==> src/rtl/dmi_jtag_sequencer.sv <==
// -----------------------------------------------------------------------------
// dm_pkg -- DMI request/response types shared by the JTAG DTM and the debug
// module side of the CDC FIFOs.
//
// dmi_jtag_sequencer -- TCK-domain sequencer that turns scanned DMI register
// updates into single request/response transactions towards the CDC FIFOs and
// keeps the sticky DMI status reported back on the next capture.
//
// Ports
//   clk_i, rst_i          TCK clock, asynchronous active-high reset
//   update_i              strobe: new DMI scan value (addr/data/op) present
//   update_addr_i/_data_i/_op_i  scanned fields (op: 0 NOP, 1 READ, 2 WRITE)
//   capture_i             strobe: DMI scan register is being captured
//   dmi_clear_i           clear the sticky status (dmireset)
//   dmi_hard_reset_i      abort the transaction and clear status (dmihardreset)
//   capture_addr_o/_data_o  address and data of the last transaction
//   capture_status_o      sticky status: 0 ok, 2 failed, 3 busy
//   dmi_req_o/_valid_o/_ready_i    request handshake to the CDC request FIFO
//   dmi_resp_i/_valid_i/_ready_o   response handshake from the CDC response FIFO
// -----------------------------------------------------------------------------
package dm_pkg;

  localparam logic [1:0] DTM_NOP   = 2'h0;
  localparam logic [1:0] DTM_READ  = 2'h1;
  localparam logic [1:0] DTM_WRITE = 2'h2;

  localparam logic [1:0] DMI_ERR_NONE   = 2'h0;
  localparam logic [1:0] DMI_ERR_FAILED = 2'h2;
  localparam logic [1:0] DMI_ERR_BUSY   = 2'h3;

  typedef struct packed {
    logic [6:0]  addr;
    logic [1:0]  op;
    logic [31:0] data;
  } dmi_req_t;

  typedef struct packed {
    logic [31:0] data;
    logic [1:0]  resp;
  } dmi_resp_t;

endpackage

module dmi_jtag_sequencer #(
  // Must match the width of dm_pkg::dmi_req_t.addr.
  parameter int unsigned AddrWidth = 7
) (
  input  logic                 clk_i,
  input  logic                 rst_i,

  input  logic                 update_i,
  input  logic [AddrWidth-1:0] update_addr_i,
  input  logic [31:0]          update_data_i,
  input  logic [1:0]           update_op_i,
  input  logic                 capture_i,
  input  logic                 dmi_clear_i,
  input  logic                 dmi_hard_reset_i,

  output logic [AddrWidth-1:0] capture_addr_o,
  output logic [31:0]          capture_data_o,
  output logic [1:0]           capture_status_o,

  output dm_pkg::dmi_req_t     dmi_req_o,
  output logic                 dmi_req_valid_o,
  input  logic                 dmi_req_ready_i,

  input  dm_pkg::dmi_resp_t    dmi_resp_i,
  input  logic                 dmi_resp_valid_i,
  output logic                 dmi_resp_ready_o
);

  typedef enum logic [2:0] {
    IDLE,
    REQ_READ,
    WAIT_READ,
    REQ_WRITE,
    WAIT_WRITE
  } state_e;

  state_e               state_q;
  logic [AddrWidth-1:0] addr_q;
  // Holds the write data while a write is outstanding, and the read data once
  // a read has completed; it feeds both the request and the capture port.
  logic [31:0]          data_q;
  logic [1:0]           op_q;
  logic [1:0]           error_q;
  logic                 req_valid_q;
  logic                 resp_ready_q;

  // ---------------------------------------------------------------------------
  // Event decode
  // ---------------------------------------------------------------------------
  logic in_idle;
  logic in_wait;
  logic no_error;
  logic busy_event;
  logic resp_hs;
  logic resp_fail;
  logic start_read;
  logic start_write;

  assign in_idle  = (state_q == IDLE);
  assign in_wait  = (state_q == WAIT_READ) || (state_q == WAIT_WRITE);
  assign no_error = (error_q == dm_pkg::DMI_ERR_NONE);

  // A scan access while a transaction is still in flight means the debugger
  // is going too fast; the in-flight transaction itself is left alone.
  assign busy_event = (update_i || capture_i) && !in_idle;

  assign resp_hs   = dmi_resp_valid_i && resp_ready_q;
  assign resp_fail = resp_hs && in_wait && (dmi_resp_i.resp != 2'b00);

  // Once the status is sticky-nonzero, new updates are dropped entirely.
  assign start_read  = update_i && in_idle && no_error && (update_op_i == dm_pkg::DTM_READ);
  assign start_write = update_i && in_idle && no_error && (update_op_i == dm_pkg::DTM_WRITE);

  // ---------------------------------------------------------------------------
  // Sequencer FSM with registered outputs
  // ---------------------------------------------------------------------------
  // NOTE: every register here, including the datapath, sits on the async reset
  // so the request bus and capture ports read all-zero the instant rst_i rises.
  always_ff @(posedge clk_i or posedge rst_i) begin
    if (rst_i) begin
      state_q      <= IDLE;
      addr_q       <= '0;
      data_q       <= '0;
      op_q         <= dm_pkg::DTM_NOP;
      error_q      <= dm_pkg::DMI_ERR_NONE;
      req_valid_q  <= 1'b0;
      resp_ready_q <= 1'b1;
    end else if (dmi_hard_reset_i) begin
      // Abort wins over everything, including a same-cycle update. The latched
      // address/data are kept so the capture port still shows the last access.
      state_q      <= IDLE;
      error_q      <= dm_pkg::DMI_ERR_NONE;
      req_valid_q  <= 1'b0;
      resp_ready_q <= 1'b1;
    end else begin
      // Sticky status: clear beats any simultaneous error; the first error
      // recorded is never overwritten. Busy outranks a same-cycle failed resp.
      // NOTE: non-blocking assignments keep every register sampling the values
      // from before this edge, independent of statement order.
      if (dmi_clear_i) begin
        error_q <= dm_pkg::DMI_ERR_NONE;
      end else if (no_error) begin
        if (busy_event) begin
          error_q <= dm_pkg::DMI_ERR_BUSY;
        end else if (resp_fail) begin
          error_q <= dm_pkg::DMI_ERR_FAILED;
        end
      end

      unique case (state_q)
        IDLE: begin
          // Responses arriving here are drained (resp_ready is 1) and dropped.
          if (start_read) begin
            addr_q       <= update_addr_i;
            data_q       <= '0;
            op_q         <= dm_pkg::DTM_READ;
            state_q      <= REQ_READ;
            req_valid_q  <= 1'b1;
            resp_ready_q <= 1'b0;
          end else if (start_write) begin
            addr_q       <= update_addr_i;
            data_q       <= update_data_i;
            op_q         <= dm_pkg::DTM_WRITE;
            state_q      <= REQ_WRITE;
            req_valid_q  <= 1'b1;
            resp_ready_q <= 1'b0;
          end
        end

        REQ_READ, REQ_WRITE: begin
          // Request fields come straight from the latched registers, so they
          // cannot move while the FIFO back-pressures.
          if (dmi_req_ready_i) begin
            state_q      <= (state_q == REQ_READ) ? WAIT_READ : WAIT_WRITE;
            req_valid_q  <= 1'b0;
            resp_ready_q <= 1'b1;
          end
        end

        WAIT_READ: begin
          if (dmi_resp_valid_i) begin
            data_q  <= dmi_resp_i.data;
            state_q <= IDLE;
          end
        end

        WAIT_WRITE: begin
          if (dmi_resp_valid_i) begin
            state_q <= IDLE;
          end
        end

        default: begin
          state_q      <= IDLE;
          req_valid_q  <= 1'b0;
          resp_ready_q <= 1'b1;
        end
      endcase
    end
  end

  // ---------------------------------------------------------------------------
  // Outputs
  // ---------------------------------------------------------------------------
  assign capture_addr_o   = addr_q;
  assign capture_data_o   = data_q;
  assign capture_status_o = error_q;

  assign dmi_req_o        = '{addr: addr_q, op: op_q, data: data_q};
  assign dmi_req_valid_o  = req_valid_q;
  assign dmi_resp_ready_o = resp_ready_q;

  // ---------------------------------------------------------------------------
  // Protocol properties
  // ---------------------------------------------------------------------------
  // Request and response handshakes are never open at the same time.
  a_valid_xor_ready: assert property (
    @(posedge clk_i) disable iff (rst_i) req_valid_q != resp_ready_q);

  // Valid tracks the request states exactly.
  a_valid_state: assert property (
    @(posedge clk_i) disable iff (rst_i)
    req_valid_q == ((state_q == REQ_READ) || (state_q == REQ_WRITE)));

  // A back-pressured request holds still unless aborted.
  a_req_stable: assert property (
    @(posedge clk_i) disable iff (rst_i)
    (req_valid_q && !dmi_req_ready_i && !dmi_hard_reset_i)
    |=> (req_valid_q && $stable(dmi_req_o)));

endmodule

==> config.mk <==
export PLATFORM = sky130hd
export DESIGN_NAME = dmi_jtag_sequencer
export DESIGN_NICKNAME = d
export VERILOG_FILES = /design/src/rtl/dmi_jtag_sequencer.sv
export SDC_FILE = /design/constraint.sdc
export NUM_CORES = 1
export LEC_CHECK = 0
export BUFFER_PORTS_ARGS = -buffer_cell sky130_fd_sc_hd__buf_4
export CELL_PAD_IN_SITES_DETAIL_PLACEMENT = 0
export CELL_PAD_IN_SITES_GLOBAL_PLACEMENT = 2
export CORE_UTILIZATION = 23
export CTS_CLUSTER_SIZE = 28
export DETAILED_ROUTE_END_ITERATION = 10
export PLACE_DENSITY_LB_ADDON = 0.1
export SKIP_LAST_GASP = 1
export SYNTH_ARGS = -nofsm -noshare
export SYNTH_HDL_FRONTEND = slang
export SYNTH_SLANG_ARGS = --single-unit
==> constraint.sdc <==
create_clock -name clk_i -period 1.6 [get_ports clk_i]
set_input_delay 0.4 -clock clk_i [delete_from_list [all_inputs] [get_ports clk_i]]
set_output_delay 0.4 -clock clk_i [all_outputs]
set_load 0.02 [all_outputs]
**After elaboration in Yosys (flattened, before gate mapping)**

Cells that the tools add are included.

- Logic and storage cells: 75
- ROM bits: 0
- Latch bits: 0
- Memory bits (writable): 0
- Output and inout port bits: 84
- Memories kept: 0
- Register bits after elaboration: 48

- Add/sub/neg operators: 0
- Muxes and demuxes: 30
- Div/mod/pow operators: 0
- Reductions and logical operators: 25
- $lt $le $gt $ge: 0
- Bitwise operators: 1
- Shifts and indexed selects: 0
- Equal/unequal tests: 12
- $mul: 0

Operator list:

| cell | number |
|---|---|
| $mux W32 | 3 |
| $pmux W32 S2 | 1 |
| $mux W3 | 6 |
| $mux W2 | 7 |
| $mux W7 | 2 |
| $pmux W3 S3 | 1 |
| $reduce_and A3 Y1 | 3 |
| $logic_and A1 B1 Y1 | 8 |
| $mux W1 | 8 |
| $eq A3 B2 Y1 const B | 2 |
| $ne A3 B1 Y1 const B | 2 |
| $pmux W1 S3 | 2 |
| $reduce_bool A2 Y1 | 3 |
| $ne A4 B2 Y1 const B | 1 |
| $reduce_and A4 Y1 | 1 |
| $reduce_bool A4 Y1 | 1 |
| $reduce_or A2 Y1 | 2 |
| $eq A3 B1 Y1 const B | 1 |
| $eq A3 B3 Y1 const B | 1 |
| $logic_not A3 Y1 | 1 |
| $ne A3 B3 Y1 const B | 1 |
| $reduce_bool A3 Y1 | 1 |
| $eq A2 B1 Y1 const B | 1 |
| $eq A2 B2 Y1 const B | 1 |
| 7 further kinds | 8 |

**Logic depth before layout (Yosys ltp)**

- Depth in word-level cells: 9
- Depth in mapped cells: 6

**Worst setup path before layout**

Ideal clock, no wire load.

- Path kind: register -> register
- Start point: reg error_q[0], in the netlist capture_status_o[0]
- End point: reg data_q[15], in the netlist capture_data_o[15]
- Cell stages (with the launch flop): 6
- Required time: 1.475 ns
- Clock period less this slack: 1.781 ns
- Library setup time: 0.125 ns
- Slack: -0.181 ns
- Arrival time: 1.656 ns
- Cells stage by stage: dfrtp_1 > nor4b_4 > nand2_2 > a21boi_4 > buf_6 > mux2_2

- Longest elaborated chain between the ends: 5
- Elaborated cells on any way between the ends: 8
- Classes of those cells: eq/ne (1); mux (2); reduce/logical (5)

Ends and longest elaborated chain:

| what | line | RTL |
|---|---|---|
| start, declared | 86 | `logic [1:0] error_q;` |
| start signal, assigned | 128 | `error_q <= dm_pkg::DMI_ERR_NONE;` |
| start signal, assigned | 135 | `error_q <= dm_pkg::DMI_ERR_NONE;` |
| start signal, assigned | 144 | `error_q <= dm_pkg::DMI_ERR_NONE;` |
| $logic_not A2 Y1 (*) | 104 | `assign no_error = (error_q == dm_pkg::DMI_ERR_NONE);` |
| $logic_and A1 B1 Y1 (*) | 114, 115 |  |
| $logic_and A1 B1 Y1, on equally long branches | 114, 115 |  |
| $ne A3 B1 Y1 (no line) or $mux W32 (tied branches) | - |  |
| $reduce_and A4 Y1 (no line) or $pmux W32 S2 (tied branches) | - |  |
| end signal, assigned | 165 | `data_q <= update_data_i;` |
| end signal, assigned | 185 | `data_q <= dmi_resp_i.data;` |
| end, declared | 84 | `logic [31:0] data_q;` |

Every way passes the cells marked *; elsewhere a longest branch is shown, timed or not.
A chain may end at the register's enable or synchronous reset.

**Final worst setup path**

- Start point: reg error_q[0], in the netlist capture_status_o[0]
- End point: reg data_q[17], in the netlist capture_data_o[17]

The elaborated chain is that of the path after synthesis.

==> flow_results.org <==
** Power and ir drop
- Final Power :: about 7 mW
- For this design the static power due to leakage is ~2.2 nW.
- In this run, the clock network consumes between 10% and 20% of the power.
- Proportion of total power due to net switching :: between 30% and 40%
- Across the VDD grid, the largest voltage drop is approximately 0.00067 V.
- Power density over cell area :: between 1000 and 1500 nW/um^2
- The internal power of the cells totals 4.26 mW.
- Part of the power in registers :: about 30%
- Switching pwr :: roughly 2.7 mW
- Combinational cells account for 54.1% of the total power.

** Synth
- Cell variety after synth :: 38
- Register area share after synthesis :: 40.2%
- Post-synthesis instance area :: approximately 3000 sq um
- Each instance of the synthesized netlist takes up on average between 10 and 15 sq um.
- Synthesis inferred 48 register bits.
- Counting every instance in the synthesized netlist gives 288.
- Synthesized netlist net count :: approximately 370
- The Yosys step of the flow raised 0 warnings.

** STA
- Setup repair after global routing missed its margin :: true
- Of the available clock period, the critical path in the final layout requires 109%.
- Total count of max-transition violations in the final report :: 0
- The count of final hold-check violations was 0.
- Timing would allow up to between 500 and 600 MHz.
- Setup slack after layout :: -0.140 ns
- At the pin with the least slew margin, the transition time is between 0.4 and 0.5 ns.
- Final-report setup violation count :: 33
- Counting I/O delays and the setup requirement, the final critical path takes between 1.5 and 2 ns.
- On the final layout, the worst clock skew is approximately 0.0057 ns.
- Relative slew margins :: 71.1%

** Detailed routing
- DRC :: 0
- The detail route stage leaves a number of antenna-violating nets equal to 0.
- Summing over every cut layer, the via total after detailed routing is 2634.
- The pre-antenna-repair detailed-routing pass consisted of 4 iterations.
- Sum of routed wire length over all layers :: a little under 9000 um
- Mean number of vias per cell :: around 4.4
- The first routing iteration left 76 violations.
- In the final routed layout, each cell accounts on average for roughly 15 um.

** GRT
- Final global-route overflow total :: 0
- Pin count of the biggest net entering global routing :: 26
- Number of antenna violations at the first check in global routing :: 0
- GRT Total Usage :: between 10% and 20%
- The first global-routing pass estimated around 13000 um of wire.
- Via count of the first global-routing pass :: 2541

** Clock tree
- Buffer depth of the longest clock path :: 2
- CTS placed an instance of sky130_fd_sc_hd__clkbuf_16 at the clock tree root.
- Clock latency on the worst-skew pair :: approximately 0.29 ns
- After clock tree synthesis, the clock-pin slew on the worst setup and hold paths is ~0.070 ns.
- Number of clock buffers inserted by TritonCTS :: 5
- Maximum level of the CTS H-tree :: 2
- TritonCTS built the clock tree.
- The clock net in this run drives a total of 48 sinks.

** Final layout
- Finished Cell Area :: roughly 4700 sq um
- For this run, the share of the core covered by cells in the final layout is between 30 and 40%.
- Share of cells above drive strength 1 :: around 60%
- Relative to the synthesized area, the layout overhead comes to 56.6%.
- The library cells used most frequently in the layout, excluding fill and tap cells, are sky130_fd_sc_hd__buf_4, sky130_fd_sc_hd__dfrtp_1, sky130_fd_sc_hd__nand2b_1.
- After filler insertion, the fill cell instance count of the layout stands at roughly 1300.
- The repair_antennas step left the layout with diodes totalling 0.
- Number of nets in the layout :: between 500 and 600
- Non-filler cells in the finished layout :: between 600 and 700
- Most common cell after layout, fill and taps aside :: sky130_fd_sc_hd__buf_4

** Floorplan
- Measured along the y axis, the die boundary spans 116 um.
- Horizontal die dimension :: 116 um
- In this run the count of I/O pins placed on the die edge is 167.
- Row cnt :: just over 40
- Die area :: 13500 sq um
- Area of the core :: 12700 sq um
- The initial utilization of the core area, before any placement, comes to a little under a quarter.

** Critical path
- CP Capture Type :: flip-flop
- Counting both buffers and inverters, the worst setup path holds a total of 2.
- Number of cells on the worst reg-to-reg path :: 6
- At the worst endpoint, the arrival time is between 1.5 and 2 ns.
- Along the worst path, the maximum fanout reaches 8.
- Depth of the critical timing path with buffers and inverters included :: 6
- The critical path is of the reg2reg type.
- The worst register-to-register path begins at capture_status_o[0].
- Tracing the worst setup path back leads to its startpoint at capture_status_o[0].
- At the worst endpoint, the required time is ~1.8 ns.
- The cell that appears most often on the critical path is sky130_fd_sc_hd__buf_12.
- R2R Setup Slk :: -0.14 ns
- Library cell contributing the largest single delay on the critical path :: sky130_fd_sc_hd__dfrtp_2
- Broken down by cell family, the worst path's largest delay share belongs to flip-flops.
- Crit-path max cell delay :: roughly 0.43 ns
- The worst setup path is launched from a flip-flop.
- In this run the critical register-to-register path is captured at capture_data_o[17].
- Traced cell by cell, the critical path runs through nor4b_4 > nand2_2 > a21boi_4 > buf_12 > buf_12 > mux2_2.

** Job
- Max-cap violation count :: 0

** Place
- Placed wire-length estimate :: approximately 6400 um
- Worst setup timing slack at the placement stage :: -0.195 ns
- Instance area after placement :: 4320 sq um
- Total instance count after detailed placement :: 592
- Placer Congestion :: 0.691
- Buffers placed on the I/O ports in this run total 166.

** Worst hold path
- Worst min path class :: in2async

** Status
- The flow ran to the end, but the final reports show violations.
- Violated checks :: setup timing
[cells in the mapped netlist (all sizes together)]
library cell	number	area, sq um
buf	51	372
dfstp	1	26.3
a2bb2oi	1	8.76
a31oi	2	12.5
nor3b	4	40.0
o21ai	34	170
o31a	1	8.76
nand2b	34	213
a22oi	32	240
clkbuf	8	33.8
nor2b	1	6.26
xor2	1	8.76
nand2	2	10.0
nand3	2	10.0
o21a	2	15.0
and3b	1	8.76
inv	2	7.51
nand4b	2	17.5
mux2	41	469
a21o	1	7.51
nor2	5	18.8
or2	1	6.26
a211o	1	8.76
a21oi	2	10.0
nor4b	2	32.5
nor3	5	25.0
a211oi	1	7.51
dfrtp	47	1180
a21boi	1	18.8
[how the worst max path moves through the flow]
| stage | endpoint | slack [ns] |
|---|---|---|
| floorplan | capture_data_o[15] | -0.14 |
| global placement | capture_data_o[1] | -0.18 |
| detailed placement | capture_data_o[7] | -0.19 |
| CTS | capture_data_o[7] | -0.16 |
| global route | capture_data_o[14] | -0.21 |
| finish | capture_data_o[17] | -0.14 |
[flip-flops by register name (all words and copies together), names as in the netlist]
name	flops
capture_status_o	2
dmi_resp_ready_o	1
capture_addr_o	7
dmi_req_valid_o	1
capture_data_o	32
op_q	2
state_q	3
[layout make-up]
cell class              count  area, sq um  area share (%)
well taps                 172          215            4.60
repair buffers            196         1620            34.7
clock buffers               8          156            3.34
multi-input cells         179         1480            31.5
flip-flops and latches     48         1200            25.7
inverters                   2         7.51           0.160
[logic make-up (layout without fill, tap and decap cells)]
| group | after synthesis | in the layout | share of synthesized area, % |
|---|---|---|---|
| AOI/OAI and AO/OA | 78 | 78 | 17.0 |
| buffers and inverters | 61 | 206 | 13.8 |
| and+or+nand+nor | 59 | 59 | 13.0 |
| DFF | 48 | 48 | 40.2 |
| muxes | 41 | 41 | 15.7 |
| xor gates and xnor gates | 1 | 1 | 0.293 |
[metal layers]
metal | up-vias | part of all wire, % | global-route usage [%]
met2 | 101 | 47 | 22.0
li1 | 1276 | - | -
met4 | 0 | 0.83 | 3.33
met3 | 8 | 5.7 | 2.77
met1 | 1249 | 47 | 16.5
met5 | - | 0 | 0
[worst reg2reg max path, cell delays in order, from the launching register on]
cell and delay (ns):
sky130_fd_sc_hd__dfrtp_2 0.43, sky130_fd_sc_hd__nor4b_4 0.31, sky130_fd_sc_hd__nand2_2 0.11, sky130_fd_sc_hd__a21boi_4 0.16, sky130_fd_sc_hd__buf_12 0.15, sky130_fd_sc_hd__buf_12 0.14, sky130_fd_sc_hd__mux2_2 0.33
[through the flow]
stage / TNS, ns / hold WS, ns
floorplan: -4.02 / 0.466
finish: -3.93 / 0.113
detailed placement: -5.56 / 0.434
global route: -6.26 / 0.133
global placement: -5.36 / 0.428
CTS: -4.40 / 0.122
[power by group through the flow]
stage | clock (mW) | combinational (mW) | sequential [mW]
4_1_cts | 1.16 | 3.57 | 2.08
5_1_grt | 1.21 | 4.02 | 2.16
3_3_place_gp | 0 | 3.57 | 2.08
3_5_place_dp | 0 | 3.57 | 2.09
2_1_floorplan | 0 | 1.90 | 2.54
6_report | 1.11 | 3.76 | 2.07
[what timing repair did]
item                                    CTS  global route
pin swaps                                 0             2
endpoints found under the setup margin   33            35
buffers inserted                          0             2
cloned                                    0             3
resized for setup                         0            27
hold buffers                              0             0
(Power assumes the default switching activity.)
